`src/rtl/lcd_reader.sv`:
```
// lcd_reader: one HD44780 4-bit-mode read (busy/address or data)
// on SF_D[11:8], reassembling the two nibbles into a byte.
module lcd_reader #(
  parameter int unsigned T_AS = 2,
  parameter int unsigned T_EH = 12,
  parameter int unsigned T_EL = 50,
  parameter int unsigned T_H  = 1
) (
  input  logic       clk,
  input  logic       reset,
  input  logic       req,
  input  logic       rs,
  input  logic [3:0] sf_d_in,
  output logic       lcd_e,
  output logic       lcd_rs,
  output logic       lcd_rw,
  output logic       busy,
  output logic       done,
  output logic [7:0] rdata
);

  typedef enum logic [2:0] {
    S_IDLE,
    S_SETUP,
    S_HI1,
    S_GAP,
    S_HI2,
    S_HOLD,
    S_DONE
  } state_t;

  // Counter reload values: a phase of N cycles loads N-1
  // and leaves when the counter reaches zero.
  localparam logic [7:0] C_AS = 8'(T_AS - 1);
  localparam logic [7:0] C_EH = 8'(T_EH - 1);
  localparam logic [7:0] C_EL = 8'(T_EL - 1);
  localparam logic [7:0] C_H  = 8'(T_H - 1);

  state_t     state;
  logic [7:0] cnt;
  logic [3:0] upper;
  logic [3:0] lower;
  logic       last;

  assign last = (cnt == 8'd0);

  // Sequencer: every output is registered alongside the state,
  // so lcd_rs/lcd_rw only move in cycles where lcd_e is low.
  always_ff @(posedge clk or posedge reset) begin
    if (reset) begin
      state  <= S_IDLE;
      cnt    <= 8'd0;
      upper  <= 4'h0;
      lower  <= 4'h0;
      lcd_e  <= 1'b0;
      lcd_rs <= 1'b0;
      lcd_rw <= 1'b0;
      busy   <= 1'b0;
      done   <= 1'b0;
      rdata  <= 8'h00;
    end else begin
      done <= 1'b0;
      unique case (state)
        S_IDLE: begin
          if (req) begin
            state  <= S_SETUP;
            cnt    <= C_AS;
            busy   <= 1'b1;
            lcd_rw <= 1'b1;
            lcd_rs <= rs;
          end
        end
        S_SETUP: begin
          if (last) begin
            state <= S_HI1;
            cnt   <= C_EH;
            lcd_e <= 1'b1;
          end else begin
            cnt <= cnt - 8'd1;
          end
        end
        S_HI1: begin
          if (last) begin
            state <= S_GAP;
            cnt   <= C_EL;
            lcd_e <= 1'b0;
            upper <= sf_d_in;
          end else begin
            cnt <= cnt - 8'd1;
          end
        end
        S_GAP: begin
          if (last) begin
            state <= S_HI2;
            cnt   <= C_EH;
            lcd_e <= 1'b1;
          end else begin
            cnt <= cnt - 8'd1;
          end
        end
        S_HI2: begin
          if (last) begin
            state <= S_HOLD;
            cnt   <= C_H;
            lcd_e <= 1'b0;
            lower <= sf_d_in;
          end else begin
            cnt <= cnt - 8'd1;
          end
        end
        S_HOLD: begin
          if (last) begin
            state  <= S_DONE;
            cnt    <= 8'd0;
            done   <= 1'b1;
            busy   <= 1'b0;
            lcd_rw <= 1'b0;
            lcd_rs <= 1'b0;
            rdata  <= {upper, lower};
          end else begin
            cnt <= cnt - 8'd1;
          end
        end
        S_DONE: begin
          state <= S_IDLE;
        end
        default: begin
          state  <= S_IDLE;
          cnt    <= 8'd0;
          lcd_e  <= 1'b0;
          lcd_rs <= 1'b0;
          lcd_rw <= 1'b0;
          busy   <= 1'b0;
        end
      endcase
    end
  end

endmodule

```
`config.mk`:
```
export PLATFORM = sky130hd
export DESIGN_NAME = lcd_reader
export DESIGN_NICKNAME = d
export VERILOG_FILES = /design/src/rtl/lcd_reader.sv
export SDC_FILE = /design/constraint.sdc
export NUM_CORES = 1
export LEC_CHECK = 0
export ABC_AREA = 1
export BUFFER_PORTS_ARGS = -buffer_cell sky130_fd_sc_hd__buf_2
export CAP_MARGIN = 20
export CORE_MARGIN = 1.5
export CORE_UTILIZATION = 40
export DETAILED_ROUTE_END_ITERATION = 6
export GPL_ROUTABILITY_DRIVEN = 0
export PLACE_DENSITY = 0.63
export SLEW_MARGIN = 20
export SYNTH_ARGS = -nofsm -noshare
export SYNTH_HDL_FRONTEND = slang
export SYNTH_SLANG_ARGS = --single-unit
```
`constraint.sdc`:
```
create_clock -name clk -period 1.5 [get_ports clk]
set_clock_uncertainty 0.05 [all_clocks]
set_input_delay 0.225 -clock clk [delete_from_list [all_inputs] [get_ports clk]]
set_output_delay 0.225 -clock clk [all_outputs]
set_load 0.01 [all_outputs]
```
Yosys cells after proc, flatten, opt, wreduce, memory -nomap -nowiden

Index checks and enable logic that the tools add are counted.

Logic and storage cells: 62
Bits in registers: 31
Input port bits: 8

Equal/unequal tests: 14
Reduce and logical (&&, ||, !) cells: 14
Add/sub/neg operators: 1
Bitwise gates (word level): 3
Multiplexer cells: 21

Operators with widths:

| operator            | number |
|---|---|
| $pmux 8 s5          | 1 |
| $mux 8              | 4 |
| $mux 3              | 6 |
| $pmux 3 s6          | 1 |
| $ne 2x2->1 const B  | 6 |
| $eq 3x3->1 const B  | 3 |
| $pmux 1 s3          | 3 |
| $logic_not 8->1     | 1 |
| $reduce_and 2->1    | 4 |
| $sub 8x1->8 const B | 1 |
| $eq 3x2->1 const B  | 2 |
| $mux 1              | 6 |
| $reduce_and 3->1    | 2 |
| $reduce_and 6->1    | 1 |
| $reduce_or 2->1     | 3 |
| $reduce_or 5->1     | 1 |
| $ne 2x1->1 const B  | 2 |
| $eq 3x1->1 const B  | 1 |
| $logic_not 3->1     | 1 |
| $not 1->1           | 3 |
| $reduce_or 3->1     | 1 |

Longest topological paths before layout

Gate-level depths: netlist of run 1.

Depth after elaboration: 4
Mapped depth: 11

Worst setup path after synthesis of run 1

No wires, ideal clock.

Kind: flip-flop to flip-flop
From: reg cnt[0]
To: reg busy
Stages on the path, launching flop included: 10
Clock period less this slack: 1.383 ns
Library setup time: 0.123 ns
Setup slack: 0.117 ns
Data arrival time: 1.210 ns
Cells stage by stage: dfrtp_1 inv_1 ha_1 nand2_1 inv_1 nand2_4 nand2_2 nand2_1 o21ai_0 nand2_1

Cells in the longest elaborated chain, start to end: 3

Ends and longest elaborated chain:

| what                       | line | text |
|---|---|---|
| from (decl)                | 40   | `logic [7:0] cnt;` |
| from (signal assigned)     | 79   | `cnt <= cnt - 8'd1;` |
| from (signal assigned)     | 89   | `cnt <= cnt - 8'd1;` |
| from (signal assigned)     | 98   | `cnt <= cnt - 8'd1;` |
| $logic_not 8->1            | 45   | `assign last = (cnt == 8'd0);` |
| $ne 2x2->1 (no line)       | -    |  |
| $reduce_and 3->1 (no line) | -    |  |
| to (signal assigned)       | 58   | `busy <= 1'b0;` |
| to (signal assigned)       | 68   | `busy <= 1'b1;` |
| to (signal assigned)       | 116  | `busy <= 1'b0;` |
| to (decl)                  | 17   | `output logic busy,` |

No other way between the ends.
A chain may end at the register's enable or synchronous reset.

Final worst setup path of run 1

From: reg cnt[0]
To: reg rdata[4]

Cells in the longest elaborated chain, start to end: 2

Ends and longest elaborated chain:

| what                       | line | text |
|---|---|---|
| $logic_not 8->1            | 45   |  |
| $reduce_and 2->1 (no line) | -    |  |
| to (signal assigned)       | 119  | `rdata <= {upper, lower};` |
| to (decl)                  | 19   | `output logic [7:0] rdata` |

No other way between the ends.

==> metrics.csv, run 1 <==
stage,metric,value,unit
setup_path,cp-end-kind,register,
detailed_routing,drc,0,
cells_and_area,area_delta_synth_final,27.5,%
detailed_routing,wl_per_cell,11.7,um
synthesis,synth-seq-area-share,0.500,
synthesis,ys_top_cells_by_count,"nand2_1 (60), dfrtp_1 (31), inv_1 (15)",
synthesis,synth.most_common_cell,nand2_1,
setup_path,critPathKind,register to register,
grt,grt_max_degree,32,
detailed_routing,antenna_left,0,
timing,slew_violations,0,
timing,timing.slew.headroom,0.741,
clocking,cts_made_buffers,5,
detailed_routing,drt-pass1-iter-count,4,
synthesis,avgSynthCellArea,8.12,sq um
grt,grt-ovfl-total,0,
setup_path,worstPathRequired,1.68,ns
timing,timing.final.crit_share,0.976,
timing,period_minus_slack,1.46,ns
synthesis,synth_edf_count,0,
timing,setup_viol,0,
synthesis,synth_warnings,0,
detailed_routing,finalWirelength,3.25,mm
synthesis,postSynthCellCount,191,
grt,antenna_found_initial,0,
timing,rsz0062_at_grt,true,
status,status,finished clean,
synthesis,synth_top_cell_area_share,0.500,
synthesis,synth-xor-area-share,0.0113,
floorplan,die_h,65.3,um
setup_path,cp_max_fo,9,
placement,dpl.hpwl,2.27,mm
synthesis,async_reset_ff_frac,1.00,
detailed_routing,vias_per_cell,4.55,
grt,grt_pass1_wl,5.49,mm
synthesis,synth_nets,201,
grt,grt_util_all_layers,0.174,
setup_path,cp_common_cell,nand2_1,
clocking,cts.sinks,31,
clocking,cts_tree,built,
run,cap_violations,0,
setup_path,path_cells,"inv_2, ha_4, nand2_4, nor2_4, nand2_2, inv_4, nand2_1, nand2_1",
setup_path,slowest_delay,0.41,ns
synthesis,ys_ff_latch,31,
placement,io_buffers,20,
timing,hold_viol,0,
power_and_ir_drop,p_per_area,2160,mW/mm^2
power_and_ir_drop,peakVddDrop,826,uV
clocking,path_clk_slew,0.07,ns
clocking,clock_latency,0.29,ns
cells_and_area,antennaDiodeCount,0,
detailed_routing,drt_iter0_markers,84,
synthesis,yosys.area_share.simple,0.302,
clocking,root_buffer,clkbuf_8,
clocking,htree_levels,2,
floorplan,dieArea,0.00426,sq mm
floorplan,die_w,65.3,um
synthesis,synth_area_leaders,"dfrtp_1 (50%), nand2_1 (15%), inv_1 (3.6%)",
setup_path,worstPathArrival,1.65,ns
timing,fmax,683,MHz
synthesis,ys.flop_type,dfrtp_1,
synthesis,synth_compound_area_frac,0.102,
floorplan,start_util,0.421,
synthesis,synth.distinct_cells,27,
power_and_ir_drop,p_leak,0.00106,uW
cells_and_area,drive_gt1_frac,0.346,
synthesis,yosys.area.top_type,dfrtp_1,
floorplan,io_pins,21,
cells_and_area,fin_nets,241,
synthesis,synthMuxAreaShare,0,
grt,grt_pass1_vias,1214,
detailed_routing,vias,1269,
timing,tightestPinTransition,0.389,ns
min_path,hold_class,primary input to register,
synthesis,synth_fa_ha_area_frac,0.0161,
floorplan,rows,22,
setup_path,startpoint_type,register,
clocking,cts_buffer_depth,2,
synthesis,syn_area,0.00155,sq mm
floorplan,coreArea,0.00369,sq mm
setup_path,cp_slowest_cell,dfrtp_1,
power_and_ir_drop,finalPower,4260,uW
timing,finalSetupTns,0,ns
synthesis,synth_top_family_by_area,simple AND/OR/NAND/NOR gates,
[through the flow]
stage	cell area [sq um]	setup slack [ns]	std cells	hold slack, ns	utilization
2_1_floorplan	1550	0.117	191	0.279	-
3_3_place_gp	1790	-0.0179	270	0.275	0.486
3_5_place_dp	1790	-0.0785	270	0.277	0.486
4_1_cts	1910	0.0173	279	0.140	0.518
5_1_grt	1980	-0.0673	279	0.147	0.536
6_report	1980	0.0355	279	0.144	0.536
[sequential cells by signal, indices dropped and copies added (netlist names)]
name    count
rdata       8
lcd_rs      1
state       3
upper       4
done        1
cnt         8
lcd_e       1
lower       4
busy        1
[area by class of cell]
| cell class | instances | area (sq um) |
|---|---|---|
| clock buffers | 6 | 82.6 |
| fillers | 361 | 1710 |
| inverters | 24 | 95.1 |
| flip-flops and latches | 31 | 779 |
| clock inverters | 1 | 5.00 |
| repair buffers | 35 | 215 |
| multi-input cells | 134 | 741 |
| well taps | 48 | 60.1 |
[worst paths after layout]
path                            startpoint        to  slack [ns]  depth (start not counted)
worst min-delay path            sf_d_in[2]  upper[2]        0.14                          3
max in group asynchronous            reset  state[2]        0.59                          4
min in group asynchronous            reset    cnt[7]        0.50                          4
worst min register to register    rdata[7]  rdata[7]        0.42                          2
worst max register to register      cnt[0]  rdata[4]        0.04                          8
worst max-delay path                cnt[0]  rdata[4]        0.04                          8
[kinds of logic (layout without fill, tap and decap cells)]
logic type      after synthesis  in the layout
compound gates               29             29
buf+inv                      26             66
simple gates                101            101
xor+xnor                      2              2
fa+ha+maj                     2              2
flops                        31             31
[metal layers]
layer  share of wire  routed length [um]  global-route usage
met1            0.47                1530               0.230
met2            0.48                1570               0.260
met3           0.027                  89              0.0377
met4           0.020                  66               0.109
met5               0                   0                   0
[worst max-delay path: cells and delay by family (launching register included)]
family                     cells  cell delay (ns)
adders and majority gates      1             0.14
buffers and inverters          2             0.23
DFF                            1             0.41
and+or+nand+nor                5             0.57
[repair_timing]
| action | in CTS | in global routing |
|---|---|---|
| hold endpoints to repair | 31 | 0 |
| pin swaps | 1 | 5 |
| gates resized for setup | 5 | 22 |
| endpoints found under the setup margin | 21 | 29 |
| hold buffers | 1 | 0 |
| setup buffers | 1 | 0 |
[report_power, final]
part / switching (uW) / internal [uW] / total [uW]
combinational: 1240 / 911 / 2150
sequential: 260 / 1170 / 1430
clock: 318 / 359 / 677
total: 1820 / 2440 / 4260
[placed cells by master, fill, tap and decap left out]
master	instances
a21oi_1	4
a21oi_2	2
a31oi_1	1
a31oi_2	1
buf_2	20
buf_4	14
clkbuf_8	6
clkinv_2	1
dfrtp_1	28
dfrtp_2	3
dlygate4sd3_1	1
ha_1	1
ha_4	1
inv_1	12
inv_2	10
inv_4	2
nand2_1	59
nand2_2	4
nand2_4	5
nand3_1	9
nand3_2	1
nand3_4	1
nand4_1	1
nor2_1	9
nor2_2	2
nor2_4	5
nor3_1	3
nor3_2	1
o21ai_0	7
o21ai_1	10
o21bai_1	1
o22ai_1	3
or2_4	1
xnor2_1	1
xor2_1	1
Note: power is estimated with default switching activity, not from simulation.
==> inputs of run 2 (changes only) <==
--- a/config.mk
+++ b/config.mk
@@ -6,13 +6,13 @@
 export NUM_CORES = 1
 export LEC_CHECK = 0
 export ABC_AREA = 1
-export BUFFER_PORTS_ARGS = -buffer_cell sky130_fd_sc_hd__buf_2
 export CAP_MARGIN = 20
 export CORE_MARGIN = 1.5
-export CORE_UTILIZATION = 40
+export CORE_UTILIZATION = 50
 export DETAILED_ROUTE_END_ITERATION = 6
+export DONT_BUFFER_PORTS = 1
 export GPL_ROUTABILITY_DRIVEN = 0
-export PLACE_DENSITY = 0.63
+export PLACE_DENSITY = 0.69
 export SLEW_MARGIN = 20
 export SYNTH_ARGS = -nofsm -noshare
 export SYNTH_HDL_FRONTEND = slang
==> metrics.csv, run 2 (same netlist as run 1, synthesis figures left out) <==
stage,metric,value,unit,change
floorplan,dieArea,0.00345,sq mm,-19%
min_path,hold_start,sf_d_in[2],,
clocking,path_clk_slew,0.10,ns,+0.03 ns
cells_and_area,layout_commonest_cell,nand2_1,,
clocking,cts_buffer_depth,2,,unchanged
power_and_ir_drop,p_leak,0.00100,uW,-5.0%
clocking,cts.sinks,31,,unchanged
placement,dpl.hpwl,2.31,mm,+2.0%
setup_path,r2r-end,state[2],,
setup_path,cp-end-kind,register,,
cells_and_area,area_delta_synth_final,24.1,%,
setup_path,r2r_start,state[0],,
timing,fmax,681,MHz,-0.28%
detailed_routing,drt_iter0_markers,66,,-21%
cells_and_area,top_regs,"cnt (8), rdata (8)",,
cells_and_area,final_cell_count_no_fill,249,,-11%
detailed_routing,drt-pass1-iter-count,4,,unchanged
cells_and_area,fin_nets,225,,-6.6%
grt,grt_util_all_layers,0.214,,+0.0399
detailed_routing,vias,1354,,+6.7%
setup_path,ff2ff_setup_slack,0.03,ns,about the same
grt,grt_max_degree,32,,unchanged
floorplan,start_util,0.517,,+0.0960
power_and_ir_drop,seqPwrFrac,0.355,,+0.019
power_and_ir_drop,p_sw_frac,0.438,,+0.0107
cells_and_area,antennaDiodeCount,0,,unchanged
setup_path,worstPathArrival,1.68,ns,+0.03 ns
power_and_ir_drop,clkPwrFrac,0.161,,+0.002
clocking,cts_made_buffers,5,,unchanged
setup_path,critPathKind,register to register,,
placement,place_inst,233,,-14%
timing,tightestPinTransition,0.380,ns,-0.00871 ns
power_and_ir_drop,p_int,2420,uW,-0.97%
timing,slew_violations,0,,unchanged
timing,timing.final.crit_share,0.979,,+0.00277
timing,whs,0.00519,ns,-0.139 ns
setup_path,worstPathRequired,1.71,ns,+0.03 ns
min_path,holdPathEnd,upper[2],,
setup_path,cp_max_fo,6,,-3
floorplan,coreArea,0.00300,sq mm,-19%
grt,grt_pass1_vias,1332,,+9.7%
detailed_routing,finalWirelength,3.42,mm,+5.2%
detailed_routing,antenna_left,0,,unchanged
cells_and_area,drive_gt1_frac,0.306,,-0.0408
detailed_routing,drc,0,,unchanged
power_and_ir_drop,p_per_area,2240,mW/mm^2,+3.7%
clocking,clock_latency,0.34,ns,+0.05 ns
min_path,min_path_cells,2,,-1
floorplan,io_pins,21,,unchanged
floorplan,die_h,58.7,um,-10%
timing,setup_viol,0,,unchanged
power_and_ir_drop,p_comb_frac,0.484,,-0.021
floorplan,rows,20,,-9.1%
timing,hold_viol,0,,unchanged
power_and_ir_drop,peakVddDrop,1040,uV,+26%
clocking,htree_levels,2,,unchanged
timing,rsz0062_at_grt,true,,
clocking,root_buffer,clkbuf_4,,
placement,io_buffers,0,,-100%
status,status,finished clean,,
clocking,cts_tree,built,,
cells_and_area,final_cell_mix,"nand2_1 (57), dfrtp_1 (27), buf_4 (14)",,
grt,grt_pass1_wl,5.49,mm,unchanged
timing,timing.slew.headroom,0.747,,+0.00581
detailed_routing,vias_per_cell,5.44,,+20%
power_and_ir_drop,p_sw,1880,uW,+3.5%
setup_path,startpoint_type,register,,
grt,antenna_found_initial,0,,unchanged
grt,grt-ovfl-total,0,,unchanged
floorplan,die_w,58.7,um,-10%
setup_path,worstRegToRegCells,7,,-1
min_path,hold_class,primary input to register,,
setup_path,crit_start,state[0],,
timing,period_minus_slack,1.47,ns,+0.00416 ns
run,cap_violations,0,,unchanged
detailed_routing,wl_per_cell,13.7,um,+18%
==> run 2: area by class of cell <==
cell class	instances	area, sq um
multi-input cells	134	764
inverters	24	97.6
clock inverters	2	35.0
clock buffers	6	51.3
fillers	242	1080
well taps	33	41.3
repair buffers	19	155
flip-flops and latches	31	781
==> run 2: power by group through the flow <==
stage	registers (uW)	logic (uW)	clock network (uW)
after global placement	1480	1670	0
final	1530	2080	692
after floorplan	1420	1330	0
after detailed placement	1490	1740	0
after CTS	1490	1800	708
after global routing	1560	2350	734
==> run 2: per-layer routing <==
layer  up-vias  track usage  part of all wire
li1        655            -                 -
met2        46        0.337              0.49
met3         9       0.0769             0.065
met1       644        0.251              0.42
met5         -            0                 0
met4         0        0.130             0.022
==> run 2: worst max path at each step <==
stage               cells after the start       end
detailed placement                      7  lower[3]
CTS                                     8  rdata[6]
finish                                  7  state[2]
floorplan                               9      busy
global route                            7  state[2]
global placement                        7  lower[2]
==> run 2: repair_timing <==
| action | CTS | global route |
|---|---|---|
| hold buffers | 5 | 0 |
| setup buffers | 0 | 3 |
| endpoints found under the hold margin | 37 | 0 |
| pin swaps | 2 | 2 |
| setup endpoints to repair | 21 | 27 |
| resized for setup | 7 | 26 |
==> run 2: per-stage QoR <==
| step | area (sq um) | power (uW) | utilization | worst slack, ns | TNS (ns) |
|---|---|---|---|---|---|
| global route | 1930 | 4650 | 0.641 | -0.0525 | -0.181 |
| global placement | 1660 | 3160 | 0.553 | 0.00734 | 0 |
| detailed placement | 1660 | 3230 | 0.553 | -0.0455 | -0.146 |
| floorplan | 1550 | 2750 | - | 0.117 | 0 |
| CTS | 1810 | 4000 | 0.604 | 0.00665 | 0 |
| finish | 1930 | 4300 | 0.641 | 0.0313 | 0 |
==> run 2: critical path, cell delays in order, from the launching register on <==
cell	delay, ns
dfrtp_2	0.46
buf_4	0.17
nand2_2	0.11
nand3_1	0.12
or2_4	0.28
nand3_4	0.08
nand2_1	0.06
o21ai_0	0.07
